**config.mk**
```make
export PLATFORM = sky130hd
export DESIGN_NAME = prbs_ber_ctrl
export DESIGN_NICKNAME = d
export VERILOG_FILES = /design/src/rtl/prbs_ber_ctrl_pkg.sv /design/src/rtl/prbs7_lfsr.sv /design/src/rtl/prbs_ber_ctrl.sv
export SDC_FILE = /design/constraint.sdc
export NUM_CORES = 1
export LEC_CHECK = 0
export BUFFER_PORTS_ARGS = -buffer_cell sky130_fd_sc_hd__buf_2
export CORE_MARGIN = 4
export CORE_UTILIZATION = 59
export DETAILED_ROUTE_END_ITERATION = 10
export GPL_ROUTABILITY_DRIVEN = 0
export GPL_TIMING_DRIVEN = 1
export HOLD_SLACK_MARGIN = 0.02
export PLACE_DENSITY_LB_ADDON = 0.12
export SYNTH_ARGS = -nofsm -noshare
export SYNTH_HDL_FRONTEND = slang
export SYNTH_SLANG_ARGS = --single-unit
export TNS_END_PERCENT = 1
```
**constraint.sdc**
```tcl
create_clock -name clk -period 3.4 [get_ports clk]
set_input_delay 0.17 -clock clk [delete_from_list [all_inputs] [get_ports clk]]
set_output_delay 0.17 -clock clk [all_outputs]
set_load 0.1 [all_outputs]
```
**src/rtl/prbs_ber_ctrl_pkg.sv**
```systemverilog
// Shared definitions for the PRBS7 bit-error-rate controller.
// Covers controller states, the PRBS7 seed and taps, and the widths of the result fields.
package prbs_ber_ctrl_pkg;

    typedef enum logic [2:0] {
        ST_IDLE,
        ST_SEED,
        ST_SYNC,
        ST_RUN,
        ST_DONE
    } state_t;

    localparam logic [6:0] PRBS_SEED    = 7'h7F;
    localparam int         TAP_HI       = 6;
    localparam int         TAP_LO       = 5;
    localparam int         RESULT_CNT_W = 16;

    // Feedback for x^7 + x^6 + 1.
    function automatic logic prbs7_fb(input logic [6:0] s);
        return s[TAP_HI] ^ s[TAP_LO];
    endfunction

endpackage

```
**src/rtl/prbs7_lfsr.sv**
```systemverilog
// PRBS7 shift register with a synchronous load and a choice of shift-in bit (feedback or external).
// Latency: the new state appears one cycle after enable. There is no backpressure; the owner gates enable.
module prbs7_lfsr
    import prbs_ber_ctrl_pkg::*;
(
    input  logic       clk,
    input  logic       rst_n,
    input  logic       load,
    input  logic [6:0] load_value,
    input  logic       enable,
    input  logic       use_ext,
    input  logic       ext_bit,
    output logic [6:0] value,
    output logic       feedback
);

    assign feedback = prbs7_fb(value);

    always_ff @(posedge clk or negedge rst_n) begin
        if (!rst_n) begin
            value <= PRBS_SEED;
        end else if (load) begin
            value <= load_value;
        end else if (enable) begin
            value <= {value[5:0], use_ext ? ext_bit : feedback};
        end
    end

endmodule

```
**src/rtl/prbs_ber_ctrl.sv**
```systemverilog
// PRBS7 BER test controller: it transmits PRBS7, locks a reference to the looped-back stream, and counts bits and errors.
// Latency: one cycle per state step. TX advances only on tx_ready, and RX is consumed only when rx_valid is high.
module prbs_ber_ctrl
    import prbs_ber_ctrl_pkg::*;
#(
    parameter int N            = 7,
    parameter int CNT_W        = RESULT_CNT_W,
    parameter int TEST_BITS    = 1024,
    parameter int LOCK_BITS    = 32,
    parameter int SYNC_TIMEOUT = 1023,
    parameter int LOL_WIN      = 64,
    parameter int LOL_ERRS     = 8
)(
    input  logic             clk,
    input  logic             rst_n,
    input  logic             start,
    input  logic             abort,
    input  logic             tx_ready,
    output logic             tx_bit,
    output logic             tx_valid,
    input  logic             rx_bit,
    input  logic             rx_valid,
    output logic             busy,
    output logic             locked,
    output logic             done,
    output logic             sync_fail,
    output logic [CNT_W-1:0] bit_cnt,
    output logic [CNT_W-1:0] err_cnt
);

    localparam int MW = $clog2(LOCK_BITS + 1);
    localparam int TW = $clog2(SYNC_TIMEOUT + 1);
    localparam int WW = $clog2(LOL_WIN + 1);

    state_t           state, state_nx;
    logic [N-1:0]     tx_value, rx_value;
    logic             tx_fb, rx_fb;
    logic             in_sync, in_run, rx_step, rx_err;
    logic [MW-1:0]    match_cnt, match_nx;
    logic [TW-1:0]    tmo_cnt, tmo_nx;
    logic [WW-1:0]    win_bits, win_nx, win_errs, werr_nx;
    logic [CNT_W-1:0] bit_nx;
    logic             lock_hit, tmo_hit, test_hit, lol_hit;
    logic             unused_tx;

    assign in_sync  = (state == ST_SYNC);
    assign in_run   = (state == ST_RUN);
    assign rx_step  = rx_valid && (in_sync || in_run) && !abort;
    assign rx_err   = rx_bit ^ rx_fb;

    // An all-zero reference predicts zeros forever, so it never counts toward lock.
    assign match_nx = (!rx_err && (rx_value != '0)) ? match_cnt + MW'(1) : '0;
    assign tmo_nx   = tmo_cnt + TW'(1);
    assign bit_nx   = bit_cnt + CNT_W'(1);
    assign win_nx   = win_bits + WW'(1);
    assign werr_nx  = win_errs + WW'(rx_err);

    assign lock_hit = (match_nx == MW'(LOCK_BITS));
    assign tmo_hit  = (tmo_nx == TW'(SYNC_TIMEOUT));
    assign test_hit = (bit_nx == CNT_W'(TEST_BITS));
    assign lol_hit  = (werr_nx >= WW'(LOL_ERRS));

    assign busy     = (state != ST_IDLE);
    assign locked   = in_run;
    assign done     = (state == ST_DONE);
    assign tx_valid = in_sync || in_run;
    assign tx_bit   = tx_valid & tx_value[N-1];

    assign unused_tx = ^{tx_value[N-2:0], tx_fb};

    prbs7_lfsr u_tx_lfsr (
        .clk        (clk),
        .rst_n      (rst_n),
        .load       (state == ST_SEED),
        .load_value (PRBS_SEED),
        .enable     (tx_valid && tx_ready),
        .use_ext    (1'b0),
        .ext_bit    (1'b0),
        .value      (tx_value),
        .feedback   (tx_fb)
    );

    // The RX reference loads the line while hunting, then free-runs once locked.
    prbs7_lfsr u_rx_lfsr (
        .clk        (clk),
        .rst_n      (rst_n),
        .load       (state == ST_SEED),
        .load_value ('0),
        .enable     (rx_step),
        .use_ext    (in_sync),
        .ext_bit    (rx_bit),
        .value      (rx_value),
        .feedback   (rx_fb)
    );

    always_ff @(posedge clk or negedge rst_n) begin
        if (!rst_n) begin
            state <= ST_IDLE;
        end else begin
            state <= state_nx;
        end
    end

    always_comb begin
        state_nx = state;
        case (state)
            ST_IDLE: if (start) state_nx = ST_SEED;
            ST_SEED: state_nx = ST_SYNC;
            ST_SYNC: begin
                if (rx_valid) begin
                    if (lock_hit)     state_nx = ST_RUN;
                    else if (tmo_hit) state_nx = ST_DONE;
                end
            end
            ST_RUN: begin
                if (rx_valid) begin
                    if (test_hit)     state_nx = ST_DONE;
                    else if (lol_hit) state_nx = ST_SYNC;
                end
            end
            ST_DONE: state_nx = ST_IDLE;
            default: state_nx = ST_IDLE;
        endcase
        if (abort) state_nx = ST_IDLE;
    end

    always_ff @(posedge clk or negedge rst_n) begin
        if (!rst_n) begin
            match_cnt <= '0;
            tmo_cnt   <= '0;
            win_bits  <= '0;
            win_errs  <= '0;
            bit_cnt   <= '0;
            err_cnt   <= '0;
            sync_fail <= 1'b0;
        end else if (!abort) begin
            case (state)
                ST_SEED: begin
                    match_cnt <= '0;
                    tmo_cnt   <= '0;
                    win_bits  <= '0;
                    win_errs  <= '0;
                    bit_cnt   <= '0;
                    err_cnt   <= '0;
                    sync_fail <= 1'b0;
                end
                ST_SYNC: begin
                    win_bits <= '0;
                    win_errs <= '0;
                    if (rx_valid) begin
                        match_cnt <= match_nx;
                        tmo_cnt   <= tmo_nx;
                        if (!lock_hit && tmo_hit) sync_fail <= 1'b1;
                    end
                end
                ST_RUN: begin
                    // Cleared here so a loss of lock re-enters SYNC with a fresh hunt.
                    match_cnt <= '0;
                    tmo_cnt   <= '0;
                    if (rx_valid) begin
                        bit_cnt <= bit_nx;
                        if (rx_err && (err_cnt != '1)) err_cnt <= err_cnt + CNT_W'(1);
                        if (win_nx == WW'(LOL_WIN)) begin
                            win_bits <= '0;
                            win_errs <= '0;
                        end else begin
                            win_bits <= win_nx;
                            win_errs <= werr_nx;
                        end
                    end
                end
                default: ;
            endcase
        end
    end

endmodule

```
==> impl_metrics.ini <==
[critical_path]
required_ns = 3.66
criticalPathCategory = reg -> reg
start_kind = register
cp_slowest_stage_delay_ns = 0.56
cp_top_family = compound AO/OA/AOI/OAI gates
endpoint_kind = register
crit_top_cell = ha_1
path_buf_inv = 1
cp_slowest_cell = dfstp_2
cp_cell_sequence = xnor2_1, xor2_2, inv_1, ha_1, ha_1, a21boi_0, a21oi_1, o32a_1, o21ai_0, nand4_1, o32ai_1
path_max_fanout = 6
worstPathArrival_ns = 2.96

[synthesis]
ys_types = 58
ys_seq_area_frac = 0.4550
synth_warnings = 0
synth_ff_type = dfrtp_1
synth_seq_cells = 80
synthCells = 501
synth_edf_count = 0
syn-num-nets = 516
netlist_area_mm2 = 0.004438
avgSynthCellArea_um2 = 8.858
synthArstFlopShare = 1.000

[sta]
worst_pin_slew_ns = 1.006
fin_tns_setup_ns = 0
maxSlewHeadroom = 0.3294
slew_violations = 0
fin_crit_sh = 0.7933
max_freq_mhz = 370.8
min_period_ns = 2.697
setup_viol = 0
rsz0062_at_grt = no
fin_skew_ns = 0.01082
timing_hold_violations_final = 0

[placement]
port_buffers = 44
hpwl_um = 6642
dpl-instance-area_mm2 = 0.004684

[die]
die_area_mm2 = 0.008974
die_y_um = 94.73
coreArea_mm2 = 0.007292
die_w_um = 94.73
start_util = 0.6086
ios = 45
rows = 31

[global_routing]
grt_antenna_before_repair = 0
grt_util_all_layers = 0.2333
grt_max_degree = 81
grt_pass1_vias = 3559
grt_first_pass_wirelength_um = 16580
grt-ovfl-total = 0

[outcome]
outcome = finished, final reports clean

[detailed_routing]
wl_per_cell_um = 15.54
drtPass1Iterations = 5
drt_iter0_markers = 224
ant_nets = 0
drt-total-wl_um = 9914
vias_per_cell = 6.049
drcViolationCount = 0
dr_total_vias = 3859

[power_and_ir_drop]
leakagePower_nw = 2.166
p_per_area_mw_per_mm2 = 622.7
vdd_drop_max_mv = 0.7322

[clock_network]
cts_root_buf = clkbuf_8
insertion_delay_ns = 0.35
cts_buffers = 9
cts_sinks = 80
tritoncts = done
cts_max_level = 3
cts_max_path_buffers = 2
clk_pin_slew_ns = 0.09
cts_resized = 0

[cells_and_area]
area_delta_synth_final_pct = 10.88
drive_above_1_share = 0.1633
nNetsFinal = 549
final_util = 0.6748
antenna_cells = 0
design_area_mm2 = 0.004921
nFillCells = 636

[job]
drv_cap = 0

[worst_hold_path]
hp-class = in -> reg
[cell usage after synthesis (all sizes together), types with 2 or more instances]
cell type / n / area, um2
a211oi: 2 / 15.01
a21oi: 28 / 140.1
a22o: 7 / 61.31
a31oi: 10 / 62.56
and2: 6 / 37.54
and3: 14 / 88.84
and4: 2 / 17.52
buf: 8 / 45.04
clkbuf: 16 / 62.56
dfrtp: 66 / 1652
dfstp: 14 / 367.9
ha: 8 / 100.1
inv: 9 / 33.78
mux2: 2 / 22.52
mux2i: 7 / 70.07
nand2: 60 / 225.2
nand2b: 6 / 37.54
nand3: 31 / 155.2
nand4: 20 / 131.4
nor2: 45 / 176.4
nor2b: 3 / 18.77
nor3: 6 / 30.03
nor4: 7 / 58.81
o211ai: 2 / 15.01
o21ai: 66 / 345.3
o31ai: 7 / 52.55
o32ai: 2 / 17.52
or3: 7 / 43.79
or4: 3 / 23.77
xnor2: 6 / 52.55
xor2: 14 / 130.1
[state kept, by name, indices dropped and copies added, names as in the netlist, 6 cells and up]
| name | count |
|---|---|
| match_cnt | 6 |
| win_bits | 7 |
| bit_cnt | 16 |
| tmo_cnt | 10 |
| win_errs | 7 |
| err_cnt | 16 |
| u_rx_lfsr.value | 7 |
| u_tx_lfsr.value | 7 |
[logic make-up after synthesis]
logic type      count (synthesis)  share of synthesized area
simple gates                  216                     0.2470
compound gates                135                     0.1816
flops                          80                     0.4550
buf+inv                        33                    0.03186
xor+xnor                       20                    0.04116
mux                             9                    0.02086
fa+ha+maj                       8                    0.02256
[worst paths after layout]
kind                                    startpoint                  to  slack, ns  cells after the start
worst max-delay path            u_rx_lfsr.value[5]            state[0]       0.70                     11
worst min-delay path                         abort           sync_fail       0.18                      2
worst max register to register  u_rx_lfsr.value[5]            state[0]       0.70                     11
worst min register to register  u_rx_lfsr.value[0]  u_rx_lfsr.value[0]       0.49                      2
max in group asynchronous                    rst_n            state[2]       2.23                      2
min in group asynchronous                    rst_n          tmo_cnt[4]       0.51                      2
[cells in the final DEF (no fill, tap or decap), types with 3 or more instances in the layout]
master,count
dfstp_2,14
a31oi_1,10
nand2_1,60
a22o_1,7
and3_1,13
nor4_1,6
nand2b_1,6
and2_1,6
a21oi_1,28
clkbuf_8,9
xnor2_1,6
nand3_1,31
dfrtp_1,66
o21ai_0,64
nor3_1,6
nand4_1,19
mux2i_1,7
xor2_1,13
buf_2,43
inv_1,9
ha_1,8
nor2_1,44
or3_1,7
nor2b_1,3
o31ai_1,7
[per-layer routing]
metal | vias up | wire [um] | share of wire | GRT usage
li1 | 1891 | - | - | -
met1 | 1854 | 4592 | 0.46 | 0.3185
met2 | 102 | 4768 | 0.48 | 0.3793
met3 | 12 | 424 | 0.043 | 0.03904
met4 | 0 | 128 | 0.013 | 0.07692
met5 | - | 0 | 0 | 0
[power by group]
group | switching, W | internal [W] | leakage, nW | total [W]
sequential | 0.000143 | 0.00112 | 1.06 | 0.00126
clock | 0.000374 | 0.000421 | 0.110 | 0.000795
combinational | 0.000758 | 0.000248 | 0.995 | 0.00101
total | 0.00127 | 0.00179 | 2.17 | 0.00306
[metrics by stage]
step | total power [W] | hold WS (ns) | worst slack, ns | cells
6_report | 0.003064 | 0.1780 | 0.7028 | 638
4_1_cts | 0.003085 | 0.1626 | 0.6963 | 638
3_3_place_gp | 0.002260 | 0.4011 | 0.7821 | 621
5_1_grt | 0.003233 | 0.1784 | 0.5545 | 638
2_1_floorplan | 0.002088 | -0.1256 | 0.3822 | 501
3_5_place_dp | 0.002287 | 0.4015 | 0.7251 | 621
[what timing repair did]
| item | in CTS | in global routing |
|---|---|---|
| hold endpoints to repair | 15 | 0 |
| setup buffers | 0 | 0 |
| hold buffers | 1 | 0 |
[final cells by class]
class                           count  area [um2]  share of cell area
Multi-Input combinational cell    388        2277              0.4628
Clock inverter                      7       102.6             0.02085
Clock buffer                        9       123.9             0.02517
Inverter                            9       33.78            0.006865
Timing Repair Buffer               46       240.2             0.04882
Sequential cell                    80        2019              0.4104
Tap cell                           99       123.9             0.02517
No activity file was read; power rests on OpenSTA's default activity.
